`src/rtl/dram_cmd_responder.sv`:
```
// Device-side responder for the cmd_req/cmd_ack four-phase handshake: tracks the open row
// per bank, enforces command latencies and drives encoded ids and strobes to the array model.
module dram_cmd_responder #(
    parameter int NUM_OF_BANKS = 8,
    parameter int NUM_OF_ROWS  = 128,
    parameter int NUM_OF_COLS  = 8,
    parameter int T_RCD        = 3,
    parameter int T_CAS        = 2,
    parameter int T_WR         = 2,
    parameter int T_RP         = 3,
    localparam int BW = (NUM_OF_BANKS > 1) ? $clog2(NUM_OF_BANKS) : 1,
    localparam int RW = (NUM_OF_ROWS  > 1) ? $clog2(NUM_OF_ROWS)  : 1,
    localparam int CW = (NUM_OF_COLS  > 1) ? $clog2(NUM_OF_COLS)  : 1
) (
    input  logic                    clk,
    input  logic                    rst_b,
    input  logic                    cmd_req,
    input  logic [1:0]              cmd,
    input  logic [NUM_OF_BANKS-1:0] bank_sel,
    input  logic [NUM_OF_ROWS-1:0]  row_sel,
    input  logic [NUM_OF_COLS-1:0]  col_sel,
    output logic                    cmd_ack,
    output logic                    cmd_err,
    output logic [NUM_OF_BANKS-1:0] bank_open,
    output logic [BW-1:0]           bank_id,
    output logic [RW-1:0]           row_id,
    output logic [CW-1:0]           col_id,
    output logic                    array_en,
    output logic                    bank_rw,
    output logic                    buf_rw,
    output logic                    row_stb
);

    localparam int T_MAX_A = (T_RCD > T_CAS) ? T_RCD : T_CAS;
    localparam int T_MAX_B = (T_WR > T_RP) ? T_WR : T_RP;
    localparam int T_MAX   = (T_MAX_A > T_MAX_B) ? T_MAX_A : T_MAX_B;
    localparam int CNT_W   = $clog2(T_MAX + 2);

    typedef enum logic [2:0] {IDLE, DECODE, WAIT, ACK, RELEASE} state_t;
    typedef enum logic [1:0] {CMD_ACT = 2'b00, CMD_RD = 2'b01, CMD_WR = 2'b10, CMD_PRE = 2'b11} cmd_t;

    state_t           state;
    cmd_t             cmd_q;
    logic             sel_ok_q;
    logic             err_q;
    logic [CNT_W-1:0] cnt;
    logic [RW-1:0]    open_row [NUM_OF_BANKS];

    logic [BW-1:0]    bank_enc;
    logic [RW-1:0]    row_enc;
    logic [CW-1:0]    col_enc;
    logic             dec_err;
    logic [CNT_W-1:0] wait_load;

    always_comb begin
        bank_enc = '0;
        for (int i = 0; i < NUM_OF_BANKS; i++)
            if (bank_sel[i]) bank_enc = BW'(i);
    end

    always_comb begin
        row_enc = '0;
        for (int i = 0; i < NUM_OF_ROWS; i++)
            if (row_sel[i]) row_enc = RW'(i);
    end

    always_comb begin
        col_enc = '0;
        for (int i = 0; i < NUM_OF_COLS; i++)
            if (col_sel[i]) col_enc = CW'(i);
    end

    // Error priority: malformed selects, then bank-state conflicts for the decoded bank.
    always_comb begin
        dec_err = 1'b0;
        if (!sel_ok_q) begin
            dec_err = 1'b1;
        end else begin
            case (cmd_q)
                CMD_ACT:        dec_err = bank_open[bank_id];
                CMD_RD, CMD_WR: dec_err = !bank_open[bank_id] || (open_row[bank_id] != row_id);
                default:        dec_err = 1'b0;
            endcase
        end
    end

    // WAIT exits when it sees 1, so loading latency+1 lands cmd_ack at latency+2 edges
    // after the request was sampled; an error loads 1 and acks two edges after sampling.
    always_comb begin
        wait_load = CNT_W'(1);
        if (!dec_err) begin
            case (cmd_q)
                CMD_ACT: wait_load = CNT_W'(T_RCD + 1);
                CMD_RD:  wait_load = CNT_W'(T_CAS + 1);
                CMD_WR:  wait_load = CNT_W'(T_WR + 1);
                default: wait_load = CNT_W'(T_RP + 1);
            endcase
        end
    end

    always_ff @(posedge clk or posedge rst_b) begin
        if (rst_b) begin
            state     <= IDLE;
            cmd_q     <= CMD_ACT;
            sel_ok_q  <= 1'b0;
            err_q     <= 1'b0;
            cnt       <= '0;
            cmd_ack   <= 1'b0;
            cmd_err   <= 1'b0;
            bank_open <= '0;
            bank_id   <= '0;
            row_id    <= '0;
            col_id    <= '0;
            array_en  <= 1'b0;
            bank_rw   <= 1'b0;
            buf_rw    <= 1'b0;
            row_stb   <= 1'b0;
            for (int i = 0; i < NUM_OF_BANKS; i++) open_row[i] <= '0;
        end else begin
            array_en <= 1'b0;
            row_stb  <= 1'b0;
            case (state)
                IDLE: begin
                    if (cmd_req) begin
                        cmd_q    <= cmd_t'(cmd);
                        bank_id  <= bank_enc;
                        row_id   <= row_enc;
                        col_id   <= col_enc;
                        sel_ok_q <= $onehot(bank_sel) && $onehot(row_sel) && $onehot(col_sel);
                        state    <= DECODE;
                    end
                end
                DECODE: begin
                    if (!cmd_req) begin
                        state <= IDLE;
                    end else begin
                        err_q <= dec_err;
                        cnt   <= wait_load;
                        state <= WAIT;
                    end
                end
                WAIT: begin
                    if (!cmd_req) begin
                        state <= IDLE;
                    end else if (cnt == CNT_W'(1)) begin
                        state   <= ACK;
                        cmd_ack <= 1'b1;
                        cmd_err <= err_q;
                        if (!err_q) begin
                            case (cmd_q)
                                CMD_ACT: begin
                                    bank_open[bank_id] <= 1'b1;
                                    open_row[bank_id]  <= row_id;
                                    row_stb            <= 1'b1;
                                    buf_rw             <= 1'b1;
                                end
                                CMD_RD: begin
                                    array_en <= 1'b1;
                                    bank_rw  <= 1'b0;
                                end
                                CMD_WR: begin
                                    array_en <= 1'b1;
                                    bank_rw  <= 1'b1;
                                end
                                default: begin
                                    // Closing an already closed bank is a legal no-op.
                                    if (bank_open[bank_id]) begin
                                        bank_open[bank_id] <= 1'b0;
                                        row_stb            <= 1'b1;
                                        buf_rw             <= 1'b0;
                                    end
                                end
                            endcase
                        end
                    end else begin
                        cnt <= cnt - CNT_W'(1);
                    end
                end
                ACK: begin
                    if (!cmd_req) begin
                        cmd_ack <= 1'b0;
                        cmd_err <= 1'b0;
                        state   <= RELEASE;
                    end
                end
                RELEASE: state <= IDLE;
                default: state <= IDLE;
            endcase
        end
    end

endmodule

```
`config.mk`:
```
export PLATFORM = sky130hd
export DESIGN_NAME = dram_cmd_responder
export DESIGN_NICKNAME = d
export VERILOG_FILES = /design/src/rtl/dram_cmd_responder.sv
export SDC_FILE = /design/constraint.sdc
export NUM_CORES = 1
export LEC_CHECK = 0
export CAP_MARGIN = 20
export CORE_MARGIN = 1
export CORE_UTILIZATION = 55
export CTS_BUF_LIST = sky130_fd_sc_hd__clkbuf_4 sky130_fd_sc_hd__clkbuf_8
export DETAILED_ROUTE_END_ITERATION = 16
export PLACE_DENSITY_LB_ADDON = 0.15
export SYNTH_ARGS = -nofsm -noshare
export SYNTH_HDL_FRONTEND = slang
export SYNTH_SLANG_ARGS = --single-unit
```
`constraint.sdc`:
```
create_clock -name clk -period 3.9 [get_ports clk]
set_clock_uncertainty 0.2 [all_clocks]
set_input_delay 0.585 -clock clk [delete_from_list [all_inputs] [get_ports clk]]
set_output_delay 0.585 -clock clk [all_outputs]
set_load 0.1 [all_outputs]
```
# Yosys cells after proc, flatten, opt, wreduce, memory -nomap -nowiden
# Index checks and enable logic that the tools add are counted.
[word_totals]
reg_bits = 93
in_bits = 149
output_inout_bits = 27
wordCells = 401
[classes]
addsub = 142
magnitude_cmp = 4
n_eq_ne = 17
muxes = 188
bitwise_logic = 6
reduce_logical = 21
[op_table]
columns = ["op", "count"]
rows = [
  ["$mux W7", 129],
  ["$add A1 B1 Y2", 72],
  ["$add A2 B2 Y3", 36],
  ["$add A3 B3 Y4", 18],
  ["$mux W3", 21],
  ["$bwmux W56", 1],
  ["$add A4 B4 Y5", 8],
  ["$add A5 B5 Y6", 4],
  ["$mux W1", 22],
  ["$bmux W7 S3", 1],
  ["$demux W7 S3", 1],
  ["$pmux W8 S2", 1],
  ["$add A6 B6 Y7", 2],
  ["$ne A2 B2 Y1 const B", 6],
  ["$pmux W1 S2", 6],
  ["$pmux W3 S4", 1],
  ["$reduce_and A5 Y1", 2],
  ["$add A7 B7 Y8", 1],
  ["$and A8 B8 Y8", 1],
  ["$eq A4 B1 Y1 const B", 2],
  ["$eq A8 B1 Y1 const B", 1],
  ["$mux W8", 1],
  ["$not A8 Y8", 1],
  ["$or A8 B8 Y8", 1],
  ["other kinds (28)", 39],
]

# Depth between registers and ports, before layout
# Gate-level depths: netlist of the first run.
[logic_depth]
depth_word = 127
mapped_depth = 26

# Worst setup path before layout of the first run
# No wires, ideal clock.
[synth_path]
path_type = "input port to flip-flop"
startpoint = "in row_sel[119]"
endpoint = "reg sel_ok_q"
setup_ns = 0.083
arrival_time_ns = 6.899
path_slack_ns = -3.281
stages = 26
path_cell_list = "fa_1 -> inv_1 -> fa_1 -> inv_1 -> fa_1 -> inv_1 -> fa_1 -> fa_1 -> inv_1 -> fa_1 -> inv_1 -> fa_1 -> inv_1 -> fa_1 -> inv_1 -> fa_1 -> fa_1 -> inv_1 -> ha_1 -> inv_1 -> fa_1 -> a2111oi_0 -> a21oi_1 -> nor3_1 -> nand4_1 -> o21ai_0"
[synth_between]
elab_chain_cells = 10
[synth_lines]
columns = ["item", "line_no", "source"]
rows = [
  ["start: declaration", "20", "input logic [NUM_OF_ROWS-1:0] row_sel,"],
  ["$add A1 B1 Y2 (not written as such)", "129", "sel_ok_q <= $onehot(bank_sel) && $onehot(row_sel) && $onehot(col_sel);"],
  ["$add A2 B2 Y3 (not written as such)", "129", ""],
  ["$add A3 B3 Y4 (not written as such)", "129", ""],
  ["$add A4 B4 Y5 (not written as such)", "129", ""],
  ["$add A5 B5 Y6 (not written as such)", "129", ""],
  ["$add A6 B6 Y7 (not written as such)", "129", ""],
  ["$add A7 B7 Y8 (not written as such)", "129", ""],
  ["$eq A8 B1 Y1", "129", ""],
  ["$logic_and A1 B1 Y1 (2 in series)", "129", ""],
  ["end signal: assignment", "129", ""],
  ["end: declaration", "44", "logic sel_ok_q;"],
]
# No other way between the ends.
# A chain may end at the register's enable or synchronous reset.

# Worst setup path in the final report of the first run
[layout_path]
startpoint = "in row_sel[3]"
endpoint = "reg sel_ok_q"
# Same word-level chain as after synthesis.

==> impl_metrics.ini, run 1 <==
[finish]
fin_util = 0.7532
nNetsFinal = 1594
num_antenna_cells = 0
area_growth_pct = 32.97
layout-drive-gt1-share = 0.1860
fillers = 1279

[run]
max_cap_violations = 0

[synthesis]
synth_top_area_frac = 0.2603
yosysMostFrequentCell = inv_1
yosysTopAreaCell = fa_1
synth-edff-count = 0
synthFlopType = dfrtp_1
avgSynthCellArea_um2 = 9.644
ys_warn_count = 0
synth_nets = 1289
syn-instance-count = 981
syn_area_um2 = 9460
yosysSeqAreaShare = 0.2460
yosys-top-cells-count = inv_1 (193), fa_1 (123), dfrtp_1 (93)
ys_async_sr_fraction = 1.000
synth.distinct_cells = 65
ys_ff_latch = 93
ys_top_cells_by_area = fa_1 (26%), dfrtp_1 (25%), mux2_2 (7.9%)

[sta]
setup_ws_ps = -3314
max-slew-margin-rel = 0.3204
fmax_mhz = 138.6
rsz0062_at_grt = yes
worst_pin_slew_ps = 1016
finalCritPeriodShare = 1.850
whs_ps = 228.6
maxSlewViolCount = 0
finalSetupViolCount = 1
period_needed_ps = 7214
finalHoldViolations = 0

[global_routing]
grt_pass1_wl_mm = 44.99
grt_pass1_vias = 8716
met2_usage = 0.5681
overflow = 0
grt_max_degree = 86
track_usage = 0.3350
gr-usage-met3 = 0.05137
gr-max-usage-layer = met2
grt.met1_usage = 0.4286
antenna_found_initial = 0

[critical_path]
worstRegToRegCells = 8
cp.arrival_ps = 7310
cp.required_ps = 3990
crit_path_end_kind = flip-flop
critPathKind = input port to flip-flop
start_kind = input port
cp_max_fo = 2

[floorplan]
die_y_um = 133.2
die_w_um = 133.2
core_area_um2 = 16700
start_util = 0.5665
die-area_um2 = 17730
rows = 47
ios = 176

[cts]
cts_tree = yes
hold_buffers = 0
clk_latency_ps = 370
path_clk_slew_ps = 90
h-tree-depth = 3
cts_max_path_buffers = 2
cts_root_buf = clkbuf_8
cts_sinks = 93
numCtsBuffers = 9

[drt]
drtIter0Drc = 537
via_per_inst = 5.621
vias = 8488
detail_route.wl_per_cell_um = 18.98
totalWireLength_mm = 28.66
ant_nets = 0
first_pass_iters = 5
drc = 0

[outcome]
status = finished with violations
violations = negative setup slack

[hold_path]
min_path_type = input port to async pin

[place]
hpwl_mm = 24.60
place.gp.congestion = 1.000
portBuffers = 175
==> final timing paths <==
kind,start,end,slack (ps)
worst max register to register,bank_id[0]$_DFFE_PP0P_,cnt[1]$_DFFE_PP0P_,980
min in group clk,cmd_ack$_DFFE_PP0P_,cmd_ack$_DFFE_PP0P_,280
max in group asynchronous,rst_b,open_row[55]$_DFFE_PP0P_,2600
worst max-delay path,row_sel[3],sel_ok_q$_DFFE_PP0P_,-3310
worst min register to register,cmd_ack$_DFFE_PP0P_,cmd_ack$_DFFE_PP0P_,280
worst min-delay path,rst_b,cnt[1]$_DFFE_PP0P_,230
==> cell type report <==
class                      count  area [µm²]  share of cell area
clock inverter                 5       62.56            0.004973
inverter                     194       729.5             0.05799
sequential                    93        2327              0.1850
multi-input combinational    675        6331              0.5033
tap                          220       275.3             0.02188
timing repair buffer         313        2723              0.2164
clock buffer                  10       131.4             0.01044
==> timing repair <==
action	4_1_cts	5_1_grt
resized for setup	59	1
pin swaps	27	3
endpoints found under the setup margin	1	1
hold endpoints to repair	0	0
setup buffers	0	0
==> worst max-delay path, stage by stage <==
cell,delay [ps]
clkdlybuf4s50_1,500
fa_1,440
fa_1,560
fa_1,460
fa_1,570
fa_1,470
fa_1,540
fa_1,440
fa_1,500
inv_1,50
fa_1,500
fa_1,410
inv_1,70
ha_2,170
inv_1,50
fa_2,360
a2111oi_4,190
a21oi_1,70
nor3_1,170
nand4_1,110
o21ai_1,90
==> state kept, by name, summed over array words and instances, names as in the netlist, named ones only <==
name and cells:
open_row 56, row_id 7, bank_id 3, cnt 3
col_id 3, state 3, cmd_q 2, array_en 1
bank_rw 1, buf_rw 1, cmd_ack 1, cmd_err 1
err_q 1, row_stb 1, sel_ok_q 1
==> per-stage QoR <==
step           instances  area (µm²)  TNS, ps  setup slack [ps]
3_5_place_dp        1495       12440    -3955             -3955
4_1_cts             1510       12570    -3285             -3285
3_3_place_gp        1495       12440    -3817             -3817
5_1_grt             1510       12580    -3629             -3629
2_1_floorplan        981        9472    -3188             -3188
6_report            1510       12580    -3314             -3314
==> cell families after synthesis <==
kind of cell               after synthesis  share of synthesized area
AOI/OAI and AO/OA                      161                     0.1131
xor gates and xnor gates                 7                   0.006481
adders and majority gates              159                     0.3079
buffers and inverters                  213                    0.08808
DFF                                     93                     0.2460
muxes                                   84                     0.1036
and+or+nand+nor                        264                     0.1349
==> layer usage <==
layer / vias up / wire length (µm)
li1: 3934 / -
met4: 0 / 1161
met1: 4136 / 11760
met3: 74 / 1693
met2: 344 / 14040
met5: - / 0
==> cells in the final DEF, fill, tap and decap left out, types with 4 or more instances in the layout <==
cell             instances
clkbuf_8                 9
nand2b_1                 7
nand2_1                 51
dlygate4sd2_1           56
o31ai_1                 13
nand3_1                 18
o21a_1                   4
nand4_1                  8
and3_1                   4
a21oi_1                 40
ha_1                    35
a31oi_1                  7
o211ai_1                 5
o21ai_0                 30
fa_1                   121
nor2b_1                 10
xnor2_1                  5
nor3_1                  32
clkdlybuf4s50_1        115
mux2_2                  66
nor4_1                  27
inv_1                  192
o221ai_1                 5
o22ai_1                  6
o2111ai_1                4
dfrtp_1                 93
a211oi_1                 8
nor2_1                  85
buf_4                  140
a221oi_1                 9
mux2i_1                 12
or4_1                    6
Power of run 1 is not shown: default switching activity piles up to over one toggle a cycle in this logic, so the estimate is an artifact.
==> inputs of run 2 (changes only) <==
--- a/config.mk
+++ b/config.mk
@@ -5,9 +5,9 @@
 export SDC_FILE = /design/constraint.sdc
 export NUM_CORES = 1
 export LEC_CHECK = 0
-export CAP_MARGIN = 20
+export CAP_MARGIN = 10
 export CORE_MARGIN = 1
-export CORE_UTILIZATION = 55
+export CORE_UTILIZATION = 50
 export CTS_BUF_LIST = sky130_fd_sc_hd__clkbuf_4 sky130_fd_sc_hd__clkbuf_8
 export DETAILED_ROUTE_END_ITERATION = 16
 export PLACE_DENSITY_LB_ADDON = 0.15
==> constraint.sdc (replaced) <==
create_clock -name clk -period 6.07 [get_ports clk]
set_clock_uncertainty 0.2 [all_clocks]
set_input_delay 0.9105 -clock clk [delete_from_list [all_inputs] [get_ports clk]]
set_output_delay 0.9105 -clock clk [all_outputs]
set_load 0.1 [all_outputs]
==> impl_metrics.ini, run 2 (synthesis gave the netlist of run 1 again) <==
[floorplan]
die_w_um = 139.6
die_y_um = 139.6
core_area_um2 = 18270
ios = 176
start_util = 0.5178
rows = 49
die-area_um2 = 19470

[sta]
rsz0062_at_grt = yes
whs_ps = 288.9
period_needed_ps = 7524
max-slew-margin-rel = 0.3256
worst_pin_slew_ps = 1008
finalCritPeriodShare = 1.240
finalHoldViolations = 0
maxSlewViolCount = 0
finalSetupViolCount = 1
fmax_mhz = 132.9
setup_ws_ps = -1454

[outcome]
violations = negative setup slack
status = finished with violations

[finish]
fin_cells = 1503
largest_reg_flops = 56
top_register = open_row
largestRegisters = open_row: 56 flops, row_id: 7 flops
final_cell_mix = inv_1 (192), fa_1 (121), buf_4 (121), clkdlybuf4s50_1 (112), dfrtp_1 (93)
nNetsFinal = 1577
layout-drive-gt1-share = 0.1735
final_common_cell = inv_1
area_growth_pct = 31.79
num_antenna_cells = 0

[critical_path]
r2r_start = bank_id[0]$_DFFE_PP0P_
worstRegToRegCells = 8
worst-path-buf-inv = 8
critPathKind = input port to flip-flop
crit_family = adder cells
rrSetupSlack_ps = 3100
worst_path_most_repeated_cell = fa_1
cpPeakStageDelay_ps = 580
crit_path_end_kind = flip-flop
start_kind = input port
cp.required_ps = 6170
r2r-end = cnt[1]$_DFFE_PP0P_
cp.arrival_ps = 7630
crit_start = row_sel[85]
cp_slowest_cell = fa_2
cp_max_fo = 2

[cts]
h-tree-depth = 3
numCtsBuffers = 9
cts_max_path_buffers = 2
clk_latency_ps = 380
cts_sinks = 93
cts_root_buf = clkbuf_8
path_clk_slew_ps = 90
hold_buffers = 0
post_cts_buffers = 0
cts_tree = yes

[drt]
via_per_inst = 5.542
drc = 0
detail_route.wl_per_cell_um = 18.54
first_pass_iters = 7
drtIter0Drc = 558
totalWireLength_mm = 27.86
ant_nets = 0
vias = 8330

[place]
placed_cells = 1487
portBuffers = 175
hpwl_mm = 23.76
pre_cts_ws_ps = -2116
place.gp.congestion = 1.016

[hold_path]
min_to = cmd_ack$_DFFE_PP0P_
hp-start = cmd_ack$_DFFE_PP0P_
min_path_cells = 2
min_path_type = flip-flop to flip-flop

[global_routing]
grt_max_degree = 58
overflow = 0
grt_pass1_vias = 8605
grt_pass1_wl_mm = 45.15
antenna_found_initial = 0
track_usage = 0.3024

[run]
max_cap_violations = 0
-- run 2: cell types whose count changed in the layout (fill, tap and decap cells not counted), sizes merged --
cell / delta
clkdlybuf4s15: +3
dlygate4sd2: +3
buf: -20
clkdlybuf4s50: -3
inv: +2
clkinv: +1
clkinvlp: -2
-- run 2: routing by layer --
layer | vias to the layer above | global-route usage | share of wire
met2 | 311 | 0.5186 | 0.49
met5 | - | 0 | 0
met3 | 56 | 0.02959 | 0.052
li1 | 3903 | - | -
met4 | 0 | 0.1093 | 0.035
met1 | 4060 | 0.4003 | 0.42
-- run 2: worst max path at each step --
stage                                       to  slack [ps]  cells past startpoint
after detailed placement  sel_ok_q$_DFFE_PP0P_       -2120                     27
final                     sel_ok_q$_DFFE_PP0P_       -1450                     25
after CTS                 sel_ok_q$_DFFE_PP0P_       -1420                     24
after floorplan           sel_ok_q$_DFFE_PP0P_       -1340                     26
after global placement    sel_ok_q$_DFFE_PP0P_       -1980                     27
after global routing      sel_ok_q$_DFFE_PP0P_       -1680                     27
-- run 2: final cells by class --
class / instances / area, µm²
Multi-Input combinational cell: 675 / 6331
Fill cell: 1547 / 5802
Timing Repair Buffer: 296 / 2586
Sequential cell: 93 / 2327
Inverter: 194 / 729.5
Tap cell: 229 / 286.5
Clock buffer: 10 / 137.6
Clock inverter: 6 / 70.07
-- run 2: tightest hold or removal path: stages, from the launching register on --
cell	delay, ps
dfrtp_1	350
nand2_1	50
nand2_1	50
-- run 2: repair_timing --
action	in CTS	in global routing
pin swaps	32	4
endpoints found under the hold margin	0	0
gates resized for setup	68	1
gates cloned	0	0
endpoints found under the setup margin	1	1
-- run 2: stage by stage --
step           TNS (ps)  instance area [µm²]    util
2_1_floorplan     -1344                 9472       -
3_3_place_gp      -1985                12320  0.6743
3_5_place_dp      -2116                12320  0.6743
4_1_cts           -1424                12460  0.6818
5_1_grt           -1676                12470  0.6824
6_report          -1454                12470  0.6824
Power of run 2 is left out for the same reason.
==> patch 1 (config.mk and constraints of run 2) <==
The 5 states of `state_t` get a one-hot encoding in 5 bits.
--- a/src/rtl/dram_cmd_responder.sv
+++ b/src/rtl/dram_cmd_responder.sv
@@ -36,7 +36,7 @@
     localparam int T_MAX   = (T_MAX_A > T_MAX_B) ? T_MAX_A : T_MAX_B;
     localparam int CNT_W   = $clog2(T_MAX + 2);
 
-    typedef enum logic [2:0] {IDLE, DECODE, WAIT, ACK, RELEASE} state_t;
+    typedef enum logic [4:0] {IDLE = 5'b00001, DECODE = 5'b00010, WAIT = 5'b00100, ACK = 5'b01000, RELEASE = 5'b10000} state_t;
     typedef enum logic [1:0] {CMD_ACT = 2'b00, CMD_RD = 2'b01, CMD_WR = 2'b10, CMD_PRE = 2'b11} cmd_t;
 
     state_t           state;
Formal check against the unedited RTL: same outputs for any inputs over 4 cycles, from zero or initial values and one cycle with rst_b high; so few cycles prove little.
==> patch 1 against run 2 <==
The flow still finishes with violations (setup timing). Sequential cell count up 2. Final area is 1.4% higher. Sequential share of layout area is 0.15 points higher. Setup slack better by 0.0070 ns. Global-route usage decreased by 0.18 points. Routed wire length rose by 2.3%. Core utilization is 0.90 points lower. Final cell count about the same. Area after synthesis is 1.7% higher. First-iteration DRC count shrank 25%. Critical endpoint unchanged.
Power is not shown: default switching activity piles up to over one toggle a cycle in this logic, so the estimate is an artifact.
==> patch 1: results (changes against run 2) <==
[sta]
worst_slack_ns=-1.45  ; +0.00703 ns
fin_hold_ws_ns=0.302  ; +0.0134 ns
setup_violations=1  ; unchanged

[routing]
routedWlPerCell_um=19.0  ; +2.4%
drt_iter0_drc=417  ; -25%
vias_per_cell=5.61  ; +1.2%

[synthesis]
avgSynthCellArea_um2=9.84  ; +2.0%
synth-seq-area-share_pct=24.7  ; +0.11 points
synth_area_leaders=fa_1 26%, dfrtp_1 24%, mux2_2 8.5%
ys_top_cells_by_count=192 x inv_1, 123 x fa_1, 94 x dfrtp_1

[global_route]
grt_usage_pct=30.1  ; -0.18 points
grt_pass1_wl_mm=45.2  ; +0.15%
grt_max_degree=56  ; -3.4%

[setup_path]
r2r_setup_slack_ns=2.71  ; -0.39 ns
rr_endpoint=row_id[2]
worst_path_max_delay_cell=fa_1
crit_start=row_sel[103]
worstPathArrival_ns=7.61  ; -0.02 ns

[run_status]
status=complete, but fails checks
failed_checks=setup timing

[cells_and_area]
nets=1572  ; -0.32%
drive_above_1_share_pct=18.5  ; +1.2 points
n_fill_cell=1562  ; +0.97%
top_regs=open_row: 56 flops, row_id: 7 flops, state: 5 flops

[place]
place_ws_ns=-2.20  ; -0.0878 ns

-- patch 1: routing by layer --
layer  track usage, %  up-vias  wire length [um]
li1                 -     3922                 -
met1             37.8     4161             11700
met2             54.1      285             14700
met3             2.85       55              1240
met4             10.4        0               883
met5                0        -                 0
-- patch 1: logic make-up after synthesis --
group | after synthesis | synth area share (%)
buf+inv | 215 | 8.49
flops | 95 | 24.7
simple gates | 256 | 13.8
fa+ha+maj | 159 | 30.3
mux | 89 | 11.0
xor+xnor | 7 | 0.637
compound gates | 157 | 11.1
-- patch 1: area by class of cell --
type	instances	area [um2]	area share [%]
Clock buffer	13	166	1.32
Clock inverter	2	16.3	0.129
Multi-Input combinational cell	668	6450	51.1
Tap cell	234	293	2.32
Inverter	194	729	5.77
Timing Repair Buffer	296	2600	20.6
Sequential cell	95	2380	18.8
-- patch 1: what timing repair did --
item | 4_1_cts | 5_1_grt
pin swaps | 32 | 10
gates resized for setup | 61 | 14
setup endpoints to repair | 1 | 1
==> patch 2 (config.mk and constraints of run 2) <==
Made on the original files. `NUM_OF_COLS`: 8 -> 32.
--- a/src/rtl/dram_cmd_responder.sv
+++ b/src/rtl/dram_cmd_responder.sv
@@ -3,7 +3,7 @@
 module dram_cmd_responder #(
     parameter int NUM_OF_BANKS = 8,
     parameter int NUM_OF_ROWS  = 128,
-    parameter int NUM_OF_COLS  = 8,
+    parameter int NUM_OF_COLS  = 32,
     parameter int T_RCD        = 3,
     parameter int T_CAS        = 2,
     parameter int T_WR         = 2,
Ports: changed (resized col_id and col_sel); port bits go from 176 to 202. No check against the original RTL was run, so the function may have changed too.
==> patch 2 against run 2 <==
The flow still finishes with violations (setup timing). Setup slack got worse by 0.16 ns. Worst hold slack gained 0.020 ns. Synthesized cell count is 8.0% higher. Routed wire length increased by 6.5%. Sequential cell count rose by 2. Area after synthesis rose by 9.3%. Final area grew 10%. Critical path type unchanged. Largest cell class unchanged.
Power is not shown: default switching activity piles up to over one toggle a cycle in this logic, so the estimate is an artifact.
==> patch 2: results (changes against run 2) <==
[synthesis]
yosys.cell_types.count=69  ; +6.2%
synth-xor-area-share_pct=0.593  ; -0.055 points
ys_top_cells_by_count=215 x inv_1, 143 x fa_1, 95 x dfrtp_1
syn_nets=1415  ; +9.8%
synth_compound_area_share_pct=11.1  ; -0.20 points
synth_mux_area_share_pct=10.8  ; +0.40 points
synth-seq-area-share_pct=23.0  ; -1.6 points

[global_route]
grt_pass1_wl_mm=48.2  ; +6.7%

[setup_path]
rr_endpoint=err_q
r2r_setup_slack_ns=2.90  ; -0.20 ns

[clocking]
cts_resized=85  ; +25%
clk_latency_ns=0.35  ; -0.03 ns

[sta]
worst_slack_ns=-1.62  ; -0.164 ns
slew_headroom_pct=30.3  ; -2.3 points
fin_hold_ws_ns=0.309  ; +0.0205 ns
setup_violations=1  ; unchanged

[place]
place_ws_ns=-2.27  ; -0.153 ns
placed_cell_area_um2=13600  ; +10%
dp_hpwl_mm=25.8  ; +8.4%
io_buffer_count=201  ; +15%

[routing]
routedWlPerCell_um=18.0  ; -3.1%
via_count=8969  ; +7.7%
drt_iter0_drc=493  ; -12%

[worst_hold_path]
hold_start=open_row[25]
hold_end=open_row[25]

[run_status]
status=complete, but fails checks
failed_checks=setup timing

[cells_and_area]
drive_above_1_share_pct=17.2  ; -0.13 points

==> patch 2: cell types whose count changed in the layout (fill, tap and decap cells not counted), moves of 10 or more <==
| cell | before | now |
|---|---|---|
| nor4_1 | 27 | 38 |
| nand2_1 | 51 | 41 |
| clkdlybuf4s50_1 | 112 | 138 |
| dlygate4sd2_1 | 59 | 47 |
| inv_1 | 192 | 213 |
| fa_1 | 121 | 141 |
==> patch 2: metrics by stage <==
step           setup TNS (ns)  std cells
2_1_floorplan           -1.48       1059
3_3_place_gp            -2.17       1637
3_5_place_dp            -2.27       1637
4_1_cts                 -1.62       1652
5_1_grt                 -1.90       1652
6_report                -1.62       1652
==> patch 2: routing by layer <==
layer	share of wire, %	track usage [%]
met4	4.0	12.3
met2	49	49.4
met5	0	0
met3	6.0	4.33
met1	41	37.7
==> patch 2: layout make-up <==
cell class,instances,area (um2)
Tap cell,270,338
Inverter,215,808
Multi-Input combinational cell,728,7060
Sequential cell,95,2380
Fill cell,1663,6520
Timing Repair Buffer,329,2910
Clock buffer,9,124
Clock inverter,6,93.8
==> patch 2: how the worst max path moves through the flow <==
stage	start	end	slack, ns	cells past startpoint
5_1_grt	row_sel[85]	sel_ok_q	-1.90	24
2_1_floorplan	row_sel[119]	sel_ok_q	-1.48	25
4_1_cts	row_sel[85]	sel_ok_q	-1.62	24
6_report	row_sel[85]	sel_ok_q	-1.62	24
3_3_place_gp	row_sel[119]	sel_ok_q	-2.17	26
3_5_place_dp	row_sel[119]	sel_ok_q	-2.27	26
==> patch 2: critical path, delay by kind of cell <==
family                   cells  cell delay (ns)
adder cells (fa/ha/maj)     12             5.39
AO/OA/AOI/OAI                3             0.71
buffers and inverters        8             0.62
AND/OR/NAND/NOR              1             0.12
